===== src/rtl/dial_dir_tracker_pkg.sv =====
// dial_dir_tracker_pkg: shared types and constants for the dial direction tracker.
// Contents: dial_state_t (tracker FSM states), step_t (sample classification),
//           DIR_CW / DIR_ACW (encoding of the direction output).
package dial_pkg;
    typedef enum logic [1:0] {UNPRIMED, CW, ACW} dial_state_t;
    typedef enum logic [1:0] {STEP_HOLD, STEP_UP, STEP_DOWN, STEP_JUMP} step_t;
    localparam logic DIR_CW  = 1'b1;
    localparam logic DIR_ACW = 1'b0;
endpackage


===== src/rtl/dial_dir_tracker_classifier.sv =====
// dial_step_classifier: classifies the move from prev_code_i to vault_code_i on a modulo-2**CODE_W dial.
// Ports: prev_code_i  - last sampled dial position
//        vault_code_i - current dial position
//        step_o       - STEP_HOLD / STEP_UP / STEP_DOWN / STEP_JUMP
module dial_step_classifier
    import dial_pkg::*;
#(
    parameter int CODE_W = 5
) (
    input  logic [CODE_W-1:0] prev_code_i,
    input  logic [CODE_W-1:0] vault_code_i,
    output step_t             step_o
);
    logic [CODE_W-1:0] delta;

    // Modulo subtraction makes the 31->0 / 0->31 wrap fall out as +1 / -1.
    assign delta = vault_code_i - prev_code_i;

    always_comb begin
        step_o = delta == '0             ? STEP_HOLD :
                 delta == CODE_W'(1)     ? STEP_UP   :
                 delta == {CODE_W{1'b1}} ? STEP_DOWN : STEP_JUMP;
    end
endmodule


===== src/rtl/dial_dir_tracker.sv =====
// dial_dir_tracker: tracks dial rotation direction with hysteresis, step count and jump detection.
// Ports: clock, n_reset (async active-low)
//        vault_code, code_valid - dial position and its sample qualifier
//        direction  - 1 clockwise, 0 anticlockwise
//        dir_change - one-cycle pulse on a direction flip
//        step_count - saturating steps in the current direction
//        jump_err   - one-cycle pulse when the dial moved by more than one position
//        rev_count  - full revolutions in the current direction (only with DIAL_REV_COUNT_EN)
// Build option: define DIAL_REV_COUNT_EN to add the revolution counter and rev_count port.
module dial_dir_tracker
    import dial_pkg::*;
#(
    parameter int CODE_W = 5,
    parameter int HYST   = 2,
    parameter int CNT_W  = 8
) (
    input  logic              clock,
    input  logic              n_reset,
    input  logic [CODE_W-1:0] vault_code,
    input  logic              code_valid,
    output logic              direction,
    output logic              dir_change,
    output logic [CNT_W-1:0]  step_count,
    output logic              jump_err
`ifdef DIAL_REV_COUNT_EN
    ,
    output logic [CNT_W-1:0]  rev_count
`endif
);
    localparam int PEND_W = HYST > 1 ? $clog2(HYST) : 1;
    localparam logic [PEND_W-1:0] PEND_MAX = PEND_W'(HYST - 1);
    localparam logic [CNT_W-1:0]  CNT_MAX  = {CNT_W{1'b1}};

    dial_state_t       state_q, state_d;
    logic [CODE_W-1:0] prev_q, prev_d;
    logic [PEND_W-1:0] pend_q, pend_d;
    logic [CNT_W-1:0]  step_q, step_d;
    logic              dc_q, dc_d;
    logic              je_q, je_d;
    step_t             step;
    logic              same, opp, flip;

    dial_step_classifier #(.CODE_W(CODE_W)) u_cls (
        .prev_code_i  (prev_q),
        .vault_code_i (vault_code),
        .step_o       (step)
    );

    // same/opp are relative to the current direction; flip is an opposite step that completes the hysteresis.
    always_comb begin
        same = (state_q == CW && step == STEP_UP) || (state_q == ACW && step == STEP_DOWN);
        opp  = (state_q == CW && step == STEP_DOWN) || (state_q == ACW && step == STEP_UP);
        flip = opp && pend_q == PEND_MAX;
    end

    always_ff @(posedge clock or negedge n_reset) begin
        if (!n_reset) begin
            state_q <= UNPRIMED;
            prev_q  <= '0;
            pend_q  <= '0;
            step_q  <= '0;
            dc_q    <= 1'b0;
            je_q    <= 1'b0;
        end else begin
            state_q <= state_d;
            prev_q  <= prev_d;
            pend_q  <= pend_d;
            step_q  <= step_d;
            dc_q    <= dc_d;
            je_q    <= je_d;
        end
    end

    always_comb begin
        state_d = state_q;
        prev_d  = prev_q;
        pend_d  = pend_q;
        step_d  = step_q;
        dc_d    = 1'b0;
        je_d    = 1'b0;
        if (code_valid) begin
            prev_d = vault_code;
            if (state_q == UNPRIMED) begin
                state_d = CW;
            end else if (step == STEP_JUMP) begin
                je_d   = 1'b1;
                pend_d = '0;
            end else if (same) begin
                pend_d = '0;
                step_d = step_q == CNT_MAX ? step_q : step_q + 1'b1;
            end else if (flip) begin
                state_d = state_q == CW ? ACW : CW;
                dc_d    = 1'b1;
                // The HYST opposite steps that caused the flip count toward the new direction.
                step_d  = CNT_W'(HYST);
                pend_d  = '0;
            end else if (opp) begin
                pend_d = pend_q + 1'b1;
            end
        end
    end

    always_comb begin
        direction  = state_q == ACW ? DIR_ACW : DIR_CW;
        dir_change = dc_q;
        step_count = step_q;
        jump_err   = je_q;
    end

`ifdef DIAL_REV_COUNT_EN
    logic [CODE_W-1:0] pos_q, pos_d;
    logic [CNT_W-1:0]  rev_q, rev_d;

    always_ff @(posedge clock or negedge n_reset) begin
        if (!n_reset) begin
            pos_q <= '0;
            rev_q <= '0;
        end else begin
            pos_q <= pos_d;
            rev_q <= rev_d;
        end
    end

    // pos counts modulo 2**CODE_W; its wrap marks one full revolution.
    always_comb begin
        pos_d = pos_q;
        rev_d = rev_q;
        if (code_valid && state_q != UNPRIMED) begin
            if (step == STEP_JUMP || flip) begin
                pos_d = '0;
                rev_d = '0;
            end else if (same) begin
                pos_d = pos_q + 1'b1;
                if (pos_q == {CODE_W{1'b1}})
                    rev_d = rev_q == CNT_MAX ? rev_q : rev_q + 1'b1;
            end
        end
    end

    assign rev_count = rev_q;
`endif
endmodule


===== config.mk =====
export PLATFORM = sky130hd
export DESIGN_NAME = dial_dir_tracker
export DESIGN_NICKNAME = d
export VERILOG_FILES = /design/src/rtl/dial_dir_tracker_pkg.sv /design/src/rtl/dial_dir_tracker_classifier.sv /design/src/rtl/dial_dir_tracker.sv
export SDC_FILE = /design/constraint.sdc
export NUM_CORES = 1
export LEC_CHECK = 0
export CAP_MARGIN = 40
export CORE_ASPECT_RATIO = 1.25
export CORE_MARGIN = 2
export CORE_UTILIZATION = 52
export CTS_BUF_LIST = sky130_fd_sc_hd__clkbuf_2
export DETAILED_ROUTE_END_ITERATION = 8
export GPL_TIMING_DRIVEN = 0
export MAX_ROUTING_LAYER = met4
export PLACE_DENSITY = 0.77
export SYNTH_ARGS = -nofsm -noshare
export SYNTH_HDL_FRONTEND = slang
export SYNTH_HIERARCHICAL = 1
export SYNTH_SLANG_ARGS = --single-unit

===== constraint.sdc =====
create_clock -name clock -period 4.2 [get_ports clock]
set_input_delay 1.05 -clock clock [delete_from_list [all_inputs] [get_ports clock]]
set_output_delay 1.05 -clock clock [all_outputs]
set_load 0.02 [all_outputs]

# Word-level counts from Yosys, hierarchy flattened
# Index checks and enable logic that the tools add are counted.
word_totals:
  elab_cells: 61
  register_bits: 18
  output_inout_bits: 11
classes:
  n_eq_ne: 11
  n_reduce_logical: 15
  muxes: 24
  n_bitwise: 2
  n_addsub: 3
ops:
  columns: ["cell", "n"]
  rows:
  - ["8-bit 2-to-1 mux", 3]
  - ["1-bit 2-to-1 mux", 14]
  - ["2-bit 2-to-1 mux", 7]
  - ["8-bit by 1-bit adder with 8-bit output, second input constant", 1]
  - ["8-bit equality test, second input constant", 1]
  - ["2-bit equality test, second input constant", 3]
  - ["5-bit by 1-bit equality test with 1-bit output, second input constant", 1]
  - ["5-bit equality test, second input constant", 1]
  - ["1-bit logical AND", 5]
  - ["5-bit zero test", 1]
  - ["5-bit AND reduction", 1]
  - ["5-bit subtractor", 1]
  - ["2-bit by 1-bit equality test with 1-bit output, second input constant", 2]
  - ["2-bit != test, second input constant", 2]
  - ["4-bit AND reduction", 1]
  - ["2-bit nonzero test", 2]
  - ["4-bit nonzero test", 1]
  - ["3-bit AND reduction", 1]
  - ["2-bit zero test", 1]
  - ["1-bit logical OR", 2]
  - ["2-bit by 1-bit != test with 1-bit output, second input constant", 1]
  - ["1-bit NOT", 2]
  - ["1-bit adder, second input constant", 1]

# Logic depth before layout (Yosys ltp)
# Gate-level depths: netlist of the first run.
depth:
  word_depth: 14
  ltp_mapped: 13
  mapped_depth_nobuf: 12

# Modules after synthesis
# Netlist of the first run, hierarchy kept.
by_module_without_submodules:
  columns: ["module", "area_per_inst_um2", "cells_each", "n_inst"]
  rows:
  - ["dial_dir_tracker", 1083.5, 97, 1]
  - ["dial_step_classifier", 229.0, 27, 1]

# Worst setup path after synthesis of the first run
# OpenSTA, ideal clock, no wires.
synth_timing:
  path_kind: "input port to flip-flop"
  startpoint: "input vault_code[0]"
  endpoint: "register state_q[1]"
  path_slack_ps: 355
  stages: 12
  t_arrival_ps: 3720
  cell_sequence: "inv_1 -> ha_1 -> inv_1 -> fa_1 -> nand3_1 -> a21oi_1 -> or2_2 -> a32oi_1 -> and4bb_2 -> o21ai_4 -> nor3_4 -> mux2_4"
synth_via:
  elab_chain_cells: 11
  elab_cells_between_ends: 21
synth_rtl:
  columns: ["item", "line", "source"]
  rows:
  - ["from (decl)", "dial_dir_tracker.sv:19", "input logic [CODE_W-1:0] vault_code,"]
  - ["5-bit subtractor (*)", "dial_dir_tracker_classifier.sv:17", "assign delta = vault_code_i - prev_code_i;"]
  - ["5-bit equality test", "dial_dir_tracker_classifier.sv:22", "delta == {CODE_W{1'b1}} ? STEP_DOWN : STEP_JUMP;"]
  - ["1-bit 2-to-1 mux", "dial_dir_tracker_classifier.sv:22", null]
  - ["2-bit 2-to-1 mux", "dial_dir_tracker_classifier.sv:21", "delta == CODE_W'(1) ? STEP_UP :"]
  - ["2-bit 2-to-1 mux (*)", "dial_dir_tracker_classifier.sv:20", "step_o = delta == '0 ? STEP_HOLD :"]
  - ["named net step[0]", "dial_dir_tracker.sv:40", "step_t step;"]
  - ["2-bit equality test or 2-bit by 1-bit equality test with 1-bit output (tied branches)", "dial_dir_tracker.sv:51, dial_dir_tracker.sv:52", null]
  - ["1-bit logical AND", "dial_dir_tracker.sv:52", "opp = (state_q == CW && step == STEP_DOWN) || (state_q == ACW && step == STEP_UP);"]
  - ["1-bit logical OR", "dial_dir_tracker.sv:52", null]
  - ["1-bit logical AND", "dial_dir_tracker.sv:53", "flip = opp && pend_q == PEND_MAX;"]
  - ["2-bit nonzero test (no source line)", null, null]
  - ["4-bit AND reduction (no source line) (*)", null, null]
  - ["to (signal assigned)", "dial_dir_tracker.sv:65", "state_q <= state_d;"]
  - ["to (decl)", "dial_dir_tracker.sv:34", "dial_state_t state_q, state_d;"]
# Mark *: on every way through the listed nets, which the timed path passes. The rest lies on a longest branch.
# A chain may end at the register's enable or synchronous reset.

# Worst setup path after layout of the first run
layout_timing:
  startpoint: "input vault_code[1]"
  endpoint: "register step_q[2], in the netlist step_count[2]"
layout_via:
  elab_cells_between_ends: 22
layout_rtl:
  columns: ["item", "line", "source"]
  rows:
  - ["5-bit subtractor (*)", "dial_dir_tracker_classifier.sv:17", null]
  - ["5-bit by 1-bit equality test with 1-bit output", "dial_dir_tracker_classifier.sv:21", null]
  - ["2-bit 2-to-1 mux", "dial_dir_tracker_classifier.sv:21", null]
  - ["2-bit 2-to-1 mux (*)", "dial_dir_tracker_classifier.sv:20", null]
  - ["named net step[1]", "dial_dir_tracker.sv:40", null]
  - ["2-bit equality test or 2-bit by 1-bit equality test with 1-bit output (tied branches)", "dial_dir_tracker.sv:51, dial_dir_tracker.sv:52", null]
  - ["1-bit logical AND", "dial_dir_tracker.sv:52", null]
  - ["1-bit logical OR", "dial_dir_tracker.sv:52", null]
  - ["1-bit logical AND", "dial_dir_tracker.sv:53", null]
  - ["2-bit nonzero test (no source line)", null, null]
  - ["5-bit AND reduction (no source line)", null, null]
  - ["to (signal assigned)", "dial_dir_tracker.sv:68", "step_q <= step_d;"]
  - ["to (decl)", "dial_dir_tracker.sv:37", "logic [CNT_W-1:0] step_q, step_d;"]
# Marked as above.

==> results of run 1 <==
-- power by group through the flow --
stage	registers [uW]	logic (uW)	clock network, uW
after floorplan	280	145	0
after global routing	255	305	84.8
after global placement	251	266	0
after CTS	249	276	79.0
final	251	281	75.1
after detailed placement	252	272	0
-- metal layers --
| metal | up-vias | GRT usage |
|---|---|---|
| met5 | - | - |
| met4 | 0 | 0.0898 |
| met3 | 4 | 0.0225 |
| met2 | 14 | 0.386 |
| met1 | 507 | 0.209 |
| li1 | 499 | - |
-- logic make-up after synthesis --
| kind of cell | synth area share |
|---|---|
| muxes | 0.0620 |
| DFF | 0.343 |
| xor gates and xnor gates | 0.0200 |
| buffers and inverters | 0.0629 |
| AOI/OAI and AO/OA | 0.190 |
| and+or+nand+nor | 0.259 |
| adders and majority gates | 0.0629 |
-- cell type report --
cell class | instances | area, um^2
Tap cell | 33 | 41.3
Timing Repair Buffer | 18 | 180
Buffer | 4 | 33.8
Fill cell | 222 | 856
Clock inverter | 1 | 3.75
Clock buffer | 3 | 15.0
Multi-Input combinational cell | 89 | 798
Sequential cell | 18 | 450
Inverter | 13 | 48.8
-- stage by stage --
stage | worst slack, ns | util | hold slack [ns]
final | 0.176 | 0.647 | 0.532
after global routing | 0.0326 | 0.647 | 0.550
after CTS | 0.182 | 0.643 | 0.537
after detailed placement | -0.428 | 0.632 | 0.500
after global placement | -0.392 | 0.632 | 0.489
after floorplan | 0.355 | - | 0.481
-- synthesized netlist by cell type (3+ instances only) --
master,instances,area [um^2]
nand3_1,10,50.1
nand4_1,3,18.8
dfrtp_1,18,450
nand2_1,4,15.0
nor2_1,5,18.8
o21ai_0,4,20.0
o221ai_1,3,26.3
xnor2_1,3,26.3
mux2_2,5,56.3
a21oi_1,7,35.0
inv_1,13,48.8
ha_1,5,62.6
-- sequential cells by signal, indices dropped and copies added (netlist names) --
signal	count
dir_change	1
prev_q	5
state_q	2
pend_q	1
step_count	8
jump_err	1
-- worst min path at each step --
| stage | cells after the start | from | slack [ns] | to |
|---|---|---|---|---|
| global placement | 1 | prev_q[3]$_DFFE_PN0P_ | 0.49 | prev_q[3]$_DFFE_PN0P_ |
| global route | 1 | prev_q[3]$_DFFE_PN0P_ | 0.55 | prev_q[3]$_DFFE_PN0P_ |
| finish | 1 | prev_q[2]$_DFFE_PN0P_ | 0.53 | prev_q[2]$_DFFE_PN0P_ |
| detailed placement | 1 | prev_q[2]$_DFFE_PN0P_ | 0.50 | prev_q[2]$_DFFE_PN0P_ |
| CTS | 1 | prev_q[2]$_DFFE_PN0P_ | 0.54 | prev_q[2]$_DFFE_PN0P_ |
| floorplan | 1 | prev_q[1]$_DFFE_PN0P_ | 0.48 | prev_q[1]$_DFFE_PN0P_ |
-- what timing repair did --
item | CTS | global route
gates cloned | 0 | 0
hold endpoints to repair | 0 | 0
endpoints found under the setup margin | 9 | 2
gates resized for setup | 1 | 1
==> run metrics, run 1 <==
outcome completed; WL met1 1.06 mm; Comb power frac 0.463; TritonCTS Buffers 3; Layout Nets 161; H-tree depth 1; clock latency at the later pin of the worst-skew pair 0.30 ns; vias in the first global route 1025; clock skew 0.00263 ns; share of cells above drive strength 1 0.212; slew at the pin closest to its max-slew limit 0.815 ns; FP Rows 20; Leakage 0.000647 uW; Placed Cells 175; Critical Path Stages 11; post-route ant nets 0; R2R Setup Slk 0.94 ns; critical path required time 4.39 ns; Max stage delay on crit path 0.54 ns; Crit. End Element flop; chip width 48.9 um; R2R depth 11; first-pass GRT wire length 4.42 mm; Synth Register Bits 18; Die Ht 60.2 um; RePlAce Congestion 0.798; commonest cells after routing, fill and taps aside dfrtp_1 (18), clkdlybuf4s50_1 (18), inv_1 (13); yosys warns 6; initial antenna violation count 0; Top Metal Used met4; hpwl dp 1.94 mm; critical path's slowest cell clkdlybuf4s50_1; dpl cell area 1530 um^2; Worst Path Arrival 4.21 ns; DR WL met3 57 um; fin crit share 0.958; worst min path class reg -> reg; Area Growth Syn to Fin 19.7%; Reg-to-Reg Start prev_q[2]$_DFFE_PN0P_; Finished Layout Cells 179; die area 2940 um^2; switching power 246 uW; Synth Net Count 138; DR vias/cell 5.72; drt drc 0; count of final max-slew check failures 0; critical-path cell list clkdlybuf4s50_1 -> ha_1 -> and3b_1 -> or3_4 -> a2111oi_4 -> inv_1 -> buf_4 -> nand4bb_4 -> and2_4 -> a211oi_4 -> o221ai_1; Placeable Area 2430 um^2; CTS Hold Bufs 0; crit path to step_count[2]$_DFFE_PN0P_; Top delay family on crit path simple AND/OR/NAND/NOR gates; CTS sink cnt 18; P_int 361 uW; ys flop type dfrtp_1; Port Buffers 18; Clock Power Share 0.124; RSZ-0062 raised after global routing no; cell count after synthesis 124; post-route cell area 1570 um^2; Initial Utilization 0.541; Iter 0 DRT Violations 23; Max Cap Violations 0; sw frac 0.405; fmax 248 MHz; Power Dens Cells 386 nW/um^2; total number of vias 1024; overflow left after global routing 0; WS Path Type in -> reg; sequential area share after synthesis 0.343; Reg clk slew, reported paths 0.17 ns; Synth Cell Area 1310 um^2; final hold violation count 0; Crit Reg-Reg Endpoint step_count[2]$_DFFE_PN0P_; worst path bufs/invs 3; slew margin rel. 0.455; Tot GR Track Use 0.202; I/O pin count 19; Routed WL per cell 14.7 um; Final Total Pwr 607 uW; Worst Setup SP vault_code[1]; Setup TNS 0 ns; count of cell types in the netlist 49; Post-synth ARST share 1.00; Period minus WS final 4.02 ns; Avg Cell Area, Syn 10.6 um^2; post-CTS setup buffers 0; Worst Path Max Fanout 10; First-pass DRT Iterations 4; worst vdd ir 0.263 mV; largest net degree at the start of global routing 19; WL final 2.63 mm; number of flops mapped to enable cells by yosys 0; Flop pwr share 0.413; root buffer cell clkbuf_2; CTS tree yes; Worst setup SP type primary input; WL met2 1.47 mm; Final setup viols 0; n_diodes 0; CTS Buffer Depth 2
No activity file was read; power rests on OpenSTA's default activity.
==> inputs of run 2 (changes only) <==
--- a/config.mk
+++ b/config.mk
@@ -11,7 +11,6 @@
 export CORE_UTILIZATION = 52
 export CTS_BUF_LIST = sky130_fd_sc_hd__clkbuf_2
 export DETAILED_ROUTE_END_ITERATION = 8
-export GPL_TIMING_DRIVEN = 0
 export MAX_ROUTING_LAYER = met4
 export PLACE_DENSITY = 0.77
 export SYNTH_ARGS = -nofsm -noshare
==> run 2 against run 1 <==
Net effect: combinational power decreased by 4%; total power down 2.1%; highest routed layer unchanged; hold slack is essentially flat; non-clock buffer count down 1; first-iteration DRC count down 35%; die area unchanged; cell count fell by 1.1%; sequential share of layout area rose by 0.63 points.
==> run metrics, run 2 (synthesis gave the netlist of run 1 again) <==
root buffer cell clkbuf_2; critical path required time 4.39 ns; vias in the first global route 1031; initial antenna violation count 0; drt drc 0; Leakage 0.000640 uW; CTS Hold Bufs 0; Max stage delay on crit path 0.43 ns; die area 2940 um^2; DR vias/cell 5.66; slew margin rel. 0.441; commonest cells after routing, fill and taps aside dfrtp_1 (18), clkdlybuf4s50_1 (18), inv_1 (13); worst vdd ir 0.321 mV; slew at the pin closest to its max-slew limit 0.835 ns; chip width 48.9 um; Layout Nets 160; fmax 257 MHz; Final Total Pwr 594 uW; CP dominant cell by count inv_1; outcome completed; Placeable Area 2430 um^2; CTS resizes 0; post-route ant nets 0; largest net degree at the start of global routing 19; Worst Path Arrival 4.08 ns; number of flip-flops in the largest register 8; clock latency at the later pin of the worst-skew pair 0.30 ns; clock skew 0.00169 ns; Routed WL per cell 14.5 um; share of cells above drive strength 1 0.208; Util after Layout 0.634; Initial Utilization 0.541; final hold violation count 0; Crit. End Element flop; Worst setup SP type primary input; CTS Buffer Depth 2; worst path bufs/invs 4; Setup TNS 0 ns; I/O pin count 19; n_diodes 0; critical path's slowest cell clkdlybuf4s50_1; Reg clk slew, reported paths 0.16 ns; H-tree depth 1; critical-path cell list clkdlybuf4s50_1 -> inv_1 -> ha_1 -> inv_1 -> fa_1 -> nand3_1 -> a21oi_1 -> a2111oi_4 -> a32oi_1 -> buf_4 -> nand4bb_4 -> and2_4 -> a211oi_4 -> o221ai_1; RSZ-0062 raised after global routing no; CTS sink cnt 18; RePlAce Congestion 0.804; Tot GR Track Use 0.202; fin crit share 0.927; Period minus WS final 3.89 ns; Top delay family on crit path compound AO/OA/AOI/OAI gates; Power Dens Cells 387 nW/um^2; Area Growth Syn to Fin 17.2%; Max Cap Violations 0; FILL cells 221; WL final 2.57 mm; Worst Path Max Fanout 9; Iter 0 DRT Violations 15; total number of vias 1001; Die Ht 60.2 um; overflow left after global routing 0; FP Rows 20; post-CTS setup buffers 0; count of final max-slew check failures 0; first-pass GRT wire length 4.41 mm; worst min path class reg -> reg; WS Path Type in -> reg; Final setup viols 0; TritonCTS Buffers 3; Port Buffers 18; First-pass DRT Iterations 4; CTS tree yes; hpwl dp 2.00 mm
## run 2: cell types whose count changed in the layout (fill, tap and decap cells not counted)
cell and delta:
buf_4 +2, buf_6 -2, a32oi_1 +1, a32oi_4 -1, clkbuf_1 -1, clkinv_1 -1
## run 2: report_power, final
part | internal, uW | total (uW) | switching, uW
clock | 19.5 | 70.7 | 51.2
sequential | 207 | 253 | 45.7
combinational | 131 | 271 | 140
## run 2: final cells by class
class                           instances  area (um^2)  share of cell area
Sequential cell                        18          450               0.293
Multi-Input combinational cell         89          779               0.507
Timing Repair Buffer                   21          203               0.132
Clock buffer                            3         15.0             0.00976
Inverter                               13         48.8              0.0317
Tap cell                               33         41.3              0.0269
## run 2: path summary, 6_finish.rpt
path                                  startpoint                        end  slack, ns  cells past startpoint
max in group asynchronous                n_reset      prev_q[1]$_DFFE_PN0P_       2.49                      1
hold reg to reg            prev_q[2]$_DFFE_PN0P_      prev_q[2]$_DFFE_PN0P_       0.53                      1
hold / removal             prev_q[2]$_DFFE_PN0P_      prev_q[2]$_DFFE_PN0P_       0.53                      1
setup reg to reg           prev_q[2]$_DFFE_PN0P_  step_count[2]$_DFFE_PN0P_       1.08                     11
setup / recovery                   vault_code[0]  step_count[2]$_DFFE_PN0P_       0.31                     14
min in group asynchronous                n_reset     state_q[0]$_DFFE_PN0P_       1.20                      1
## run 2: routing by layer
| layer | GRT usage | up-vias | routed length, um |
|---|---|---|---|
| met2 | 0.378 | 12 | 1400 |
| met1 | 0.205 | 485 | 1050 |
| met5 | - | - | 0 |
| li1 | - | 498 | - |
| met4 | 0.118 | 0 | 62 |
| met3 | 0.0225 | 6 | 59 |
## run 2: stage by stage
stage,std cells,hold slack (ns),setup WS [ns],instance area (um^2)
floorplan,124,0.481,0.355,1310
global placement,174,0.489,0.0731,1520
detailed placement,174,0.501,-0.0212,1520
CTS,177,0.536,0.296,1540
global route,177,0.563,0.120,1540
finish,177,0.532,0.306,1540
